[src/rtl/reg_arb_pkg.sv]
// reg_arb_pkg: FSM state encoding, requester count and default data width for reg_share_arb
package reg_arb_pkg;
  localparam logic [1:0] IDLE      = 2'd0;
  localparam logic [1:0] GRANT     = 2'd1;
  localparam logic [1:0] ACK       = 2'd2;
  localparam int         NREQ      = 2;
  localparam int         DEF_WIDTH = 8;
endpackage

[src/rtl/shared_reg.sv]
// shared_reg: WIDTH-bit storage register with load enable and asynchronous active-low clear
import reg_arb_pkg::*;
module shared_reg #(
  parameter int WIDTH = DEF_WIDTH
) (
  input  logic             clk,
  input  logic             rst_n,
  input  logic             ld,
  input  logic [WIDTH-1:0] d,
  output logic [WIDTH-1:0] q
);
  // load new contents when enabled, clear on reset
  always_ff @(posedge clk or negedge rst_n)
    if (!rst_n) q <= '0;
    else if (ld) q <= d;
endmodule

[src/rtl/reg_share_arb.sv]
// reg_share_arb: round-robin arbiter giving two requesters read/write access to one shared register
// Optional feature: define REG_ARB_LOCK_EN to let a locked winner re-enter GRANT straight from ACK.
import reg_arb_pkg::*;
module reg_share_arb #(
  parameter int WIDTH = DEF_WIDTH
) (
  input  logic             clk,
  input  logic             rst_n,
  input  logic [NREQ-1:0]  req,
  input  logic [NREQ-1:0]  wr,
  input  logic [WIDTH-1:0] wdata0,
  input  logic [WIDTH-1:0] wdata1,
  input  logic [NREQ-1:0]  lock,
  output logic [NREQ-1:0]  gnt,
  output logic [NREQ-1:0]  ack,
  output logic [WIDTH-1:0] rdata,
  output logic [WIDTH-1:0] q,
  output logic             busy
);
  logic [1:0]       state;
  logic             rdy, ptr, win, win_n, wr_l, hold;
  logic [WIDTH-1:0] wd_l;
  // a lone request wins outright; a tie goes to the requester the pointer favours
  always_comb win_n = (req == 2'b11) ? ptr : req[1];
`ifdef REG_ARB_LOCK_EN
  // the current winner keeps the register while it still requests and locks
  always_comb hold = lock[win] & req[win];
`else
  logic unused_lock;
  always_comb unused_lock = ^lock;
  always_comb hold = 1'b0;
`endif
  always_comb busy = (state != IDLE);
  // arbitration FSM: rdy holds off the first grant for one edge after reset release
  always_ff @(posedge clk or negedge rst_n)
    if (!rst_n) begin
      state <= IDLE;
      gnt   <= '0;
      ack   <= '0;
      rdata <= '0;
      rdy   <= 1'b0;
      ptr   <= 1'b0;
      win   <= 1'b0;
      wr_l  <= 1'b0;
      wd_l  <= '0;
    end else begin
      rdy <= 1'b1;
      case (state)
        IDLE: if (rdy && req != '0) begin
          state <= GRANT;
          gnt   <= win_n ? 2'b10 : 2'b01;
          win   <= win_n;
          ptr   <= ~win_n;
          wr_l  <= wr[win_n];
          wd_l  <= win_n ? wdata1 : wdata0;
        end
        GRANT: begin
          state <= ACK;
          gnt   <= '0;
          ack   <= gnt;
          if (!wr_l) rdata <= q;
        end
        ACK: begin
          ack <= '0;
          if (hold) begin
            state <= GRANT;
            gnt   <= ack;
            wr_l  <= wr[win];
            wd_l  <= win ? wdata1 : wdata0;
          end else state <= IDLE;
        end
        default: state <= IDLE;
      endcase
    end
  shared_reg #(.WIDTH(WIDTH)) u_reg (
    .clk  (clk),
    .rst_n(rst_n),
    .ld   (state == GRANT && wr_l),
    .d    (wd_l),
    .q    (q)
  );
endmodule

[config.mk]
export PLATFORM = sky130hd
export DESIGN_NAME = reg_share_arb
export DESIGN_NICKNAME = d
export VERILOG_FILES = /design/src/rtl/reg_arb_pkg.sv /design/src/rtl/shared_reg.sv /design/src/rtl/reg_share_arb.sv
export SDC_FILE = /design/constraint.sdc
export NUM_CORES = 1
export LEC_CHECK = 0
export ABC_AREA = 1
export ABC_CLOCK_PERIOD_IN_PS = 2900
export CORE_UTILIZATION = 50
export CTS_CLUSTER_DIAMETER = 60
export CTS_CLUSTER_SIZE = 20
export DETAILED_ROUTE_END_ITERATION = 8
export MAX_ROUTING_LAYER = met4
export PLACE_DENSITY = 0.84
export RECOVER_POWER = 25
export SLEW_MARGIN = 20
export SYNTH_ARGS = -nofsm -noshare
export SYNTH_HDL_FRONTEND = slang
export SYNTH_SLANG_ARGS = --single-unit
[constraint.sdc]
create_clock -name clk -period 2.9 [get_ports clk]
set_clock_uncertainty 0.05 [all_clocks]
set_input_delay 0.725 -clock clk [delete_from_list [all_inputs] [get_ports clk]]
set_output_delay 0.725 -clock clk [all_outputs]
set_load 0.05 [all_outputs]
# [Word-level counts from Yosys, hierarchy flattened]
# Index checks and enable logic that the tools add are counted.
[word_totals] regBits=33 input_bits=24 output_inout_bits=21 word_cells=36
[op_classes] n_lt_le_gt_ge=1 eq_ne=4 n_mux=10 bitwise=2 n_reduce_logical=10
[op_table] op="$pmux W2 S2" n=3
[op_table] op="$mux W8" n=1
[op_table] op="$reduce_bool A2 Y1" n=4
[op_table] op="$mux W2" n=3
[op_table] op="$reduce_and A2 Y1" n=3
[op_table] op="$eq A2 B2 Y1 const B" n=2
[op_table] op="$mux W1" n=3
[op_table] op="$eq A2 B1 Y1 const B" n=1
[op_table] op="$logic_and A1 B1 Y1" n=2
[op_table] op="$logic_not A2 Y1" n=1
[op_table] op="$lt A1 B2 Y1 const B" n=1
[op_table] op="$ne A2 B2 Y1 const B" n=1
[op_table] op="$not A1 Y1" n=2

# [Longest topological paths before layout]
[logic_depth] ltp_word=5 mapped_depth=7 mapped_depth_nobuf=7

# [Cells and area by module]
# Synthesis repeated with hierarchy kept, for this count alone.
[unflattened] cells_unflattened=189 area_unflattened_um2=1606.5
[modules_own_cells] module="reg_share_arb" instances=1 cells_each=155 area_each_um2=1301.2 seq_area_each_um2=625.6
[modules_own_cells] module="shared_reg" instances=1 cells_each=34 area_each_um2=305.3 seq_area_each_um2=200.2

# [Worst setup path before layout]
# Ideal clock, no wire load.
[synth_timing] path_kind="reg-to-output" start="register state[0]" end="output port busy" t_arrival_ns=0.863 required_ns=2.125 setup_slack_ns=1.262 stages_incl_launch_ff=4 n_path_buf=0 path_cell_list="dfrtp_1 -> inv_1 -> ha_1 -> inv_2"
[synth_via] elab_chain_len=1
[synth_rtl] item="start: declaration" line="reg_share_arb.sv:20" text="logic [1:0] state;"
[synth_rtl] item="start signal: assignment" line="reg_share_arb.sv:37" text="state <= IDLE;"
[synth_rtl] item="start signal: assignment" line="reg_share_arb.sv:50" text="state <= GRANT;"
[synth_rtl] item="start signal: assignment" line="reg_share_arb.sv:58" text="state <= ACK;"
[synth_rtl] item="$reduce_bool A2 Y1" line="reg_share_arb.sv:33" text="always_comb busy = (state != IDLE);"
[synth_rtl] item="end: declaration" line="reg_share_arb.sv:18" text="output logic busy"
# No other way between the ends.

# [Worst setup path after layout]
# Ends and elaborated chain as after synthesis.

==> impl_metrics.toml <==
[pwr]
max-vdd-ir-drop_mv = 0.508
power_density_nw_per_um2 = 1180
leakagePower_nw = 1.03

[global_route]
grt_pass1_vias = 1236
antenna_found_initial = 0
grt_max_degree = 34
grt_first_pass_wirelength_mm = 5.44
gr-total-overflow = 0
track_usage_pct = 22.5

[die]
rows = 19
start_util_pct = 54.2
coreArea_um2 = 2850
die_h_um = 57.6
ios = 45
die_w_um = 57.6
dieArea_um2 = 3320

[timing]
finalHoldViolCount = 0
period_needed_ns = 2.71
rsz0062_at_grt = "false"
fmax_mhz = 370
setup_tns_ns = 0
tightest_slew_ns = 1.73
finalSetupViolCount = 0
slew_viol_final = 34
fin_crit_sh_pct = 93.3
slew_headroom_pct = -15.0

[route]
vias = 1265
viasPerCell = 5.08
drc_errors = 3
route.detailed.wl_per_inst_um = 12.3
drtAntennaViolNets = 0
drt-pass1-iter-count = 6
first_iter_violations = 40
routed_wl_mm = 3.07

[clock_network]
cts_buffers = 5
h-tree-depth = 2
cts_tree = "built"
clk_pin_slew_ns = 0.09
clk_path_buf_depth = 2
clk_latency_ns = 0.33
cts_setup_buffers = 0
clock-sinks = 33
holdBufCountCts = 0
cts_root_buffer = "clkbuf_4"
ctsResizeCount = 0

[synthesis]
syn_area_per_cell_um2 = 8.98
syn-num-nets = 201
yosysSeqAreaShare_pct = 53.4
yosysUniqueCellTypes = 18
synthCells = 172
ys_ff_latch = 33
synth.cell_area_um2 = 1550
yosys_warnings = 0

[status]
failed_checks = "design-rule violations, max-capacitance violations, max-slew violations"
status = "finished with violations"

[finish]
drive_gt1_share_pct = 9.17
area_growth_pct = 33.6
post-route-util_pct = 72.4
n_fill_cell = 230
mostFrequentLayoutCells = "54 x nand2_1, 41 x clkdlybuf4s50_1, 33 x dfrtp_1, 20 x nand3_1, 19 x inv_1"
fin_area_um2 = 2060
final_common_cell = "nand2_1"
nets = 246
diodes = 0

[worst_setup_path]
critPathSlowestCell = "clkdlybuf4s50_1"
timing_worst_setup_path_type = "reg -> out"
rr_endpoint = "wr_l$_DFFE_PN0P_"
end_kind = "primary output"
worstPathMaxFanout = 4
start_kind = "flop"
r2r_slack_ns = 1.13
worstReg2RegStart = "state[1]$_DFFE_PN0P_"
worstPathRequired_ns = 2.12
critPathCapture = "busy"
arrival_ns = 1.93
r2r_cells = 6
crit_chain = "inv_1, ha_1, inv_2, clkdlybuf4s50_1"
crit_path_start = "state[0]$_DFFE_PN0P_"
critical_path.max_stage_delay_ns = 0.80

[hold_path]
hold_class = "reg -> reg"
worstHoldPathCells = 2

[placement]
gp_congestion = 0.727
dp.final_hpwl_mm = 2.32
place_area_um2 = 1980
io_buffers = 42

[job]
cap_violations = 1
-- logic make-up after synthesis --
| kind of cell | Yosys count | synth area share (%) |
|---|---|---|
| adder cells (fa/ha/maj) | 5 | 4.05 |
| buffers and inverters | 27 | 7.45 |
| AO/OA/AOI/OAI | 9 | 2.91 |
| other | 1 | 0.243 |
| multiplexers | 7 | 5.10 |
| AND/OR/NAND/NOR | 90 | 26.8 |
| flip-flops | 33 | 53.4 |
-- per-layer routing --
metal,vias up,GRT usage (%),part of all wire (%)
li1,633,-,-
met1,578,25.7,42
met2,46,36.7,50
met3,8,6.80,6.2
met4,0,9.06,1.9
met5,-,-,0
-- synthesized netlist by cell type --
| library cell | count | share of area, % |
|---|---|---|
| clkinv_1 | 1 | 0.24 |
| buf_6 | 1 | 0.73 |
| nor3_2 | 1 | 0.65 |
| nand3_1 | 20 | 6.5 |
| inv_1 | 19 | 4.6 |
| nand2_1 | 54 | 13 |
| nor2_1 | 3 | 0.73 |
| buf_2 | 5 | 1.6 |
| nand3b_1 | 9 | 4.4 |
| a21oi_1 | 2 | 0.65 |
| conb_1 | 1 | 0.24 |
| o21ai_0 | 7 | 2.3 |
| inv_2 | 1 | 0.24 |
| dfrtp_1 | 33 | 53 |
| nand3_2 | 1 | 0.65 |
| mux2_2 | 7 | 5.1 |
| ha_1 | 5 | 4.0 |
| nand2_2 | 2 | 0.81 |
-- power by group --
group          switching, mW  internal (mW)
sequential             0.128          0.668
clock                  0.149          0.206
combinational          0.847          0.441
total                   1.12           1.32
-- worst min path at each step --
stage	from	slack, ns	end
floorplan	rst_n	0.38	ack[0]$_DFFE_PN0P_
global placement	rdata[7]$_DFFE_PN0P_	0.40	rdata[7]$_DFFE_PN0P_
detailed placement	rdata[1]$_DFFE_PN0P_	0.41	rdata[1]$_DFFE_PN0P_
CTS	rdata[1]$_DFFE_PN0P_	0.43	rdata[1]$_DFFE_PN0P_
global route	rdata[1]$_DFFE_PN0P_	0.46	rdata[1]$_DFFE_PN0P_
finish	rdata[1]$_DFFE_PN0P_	0.43	rdata[1]$_DFFE_PN0P_
-- flip-flops by register name (all words and copies together), names as in the netlist --
signal,count
ack,2
gnt,2
ptr,1
rdata,8
rdy,1
state,2
u_reg.q,8
wd_l,8
wr_l,1
-- final cells by class --
type                    count  area [um^2]  share of cell area (%)
well taps                  31         38.8                    1.88
clock inverters             1         30.0                    1.45
multi-input cells         112          604                    29.3
repair buffers             44          432                    20.9
clock buffers               7         55.1                    2.67
inverters                  21         78.8                    3.82
flip-flops and latches     33          826                    40.0
-- per-stage QoR --
stage                     hold slack [ns]  worst slack, ns  std cells  power [mW]
after global routing                0.464            0.110        249        2.60
after CTS                           0.431            0.181        249        2.46
final                               0.427            0.195        249        2.44
after floorplan                     0.379             1.26        172        1.69
after detailed placement            0.408            0.557        241        2.10
after global placement              0.403            0.575        241        2.04
-- critical path, delay by kind of cell, from the launching register on --
kind	cells	cell delay, ns
buffers and inverters	3	0.99
flip-flops	1	0.38
adder cells (fa/ha/maj)	1	0.24
Note: power is estimated with default switching activity, not from simulation.
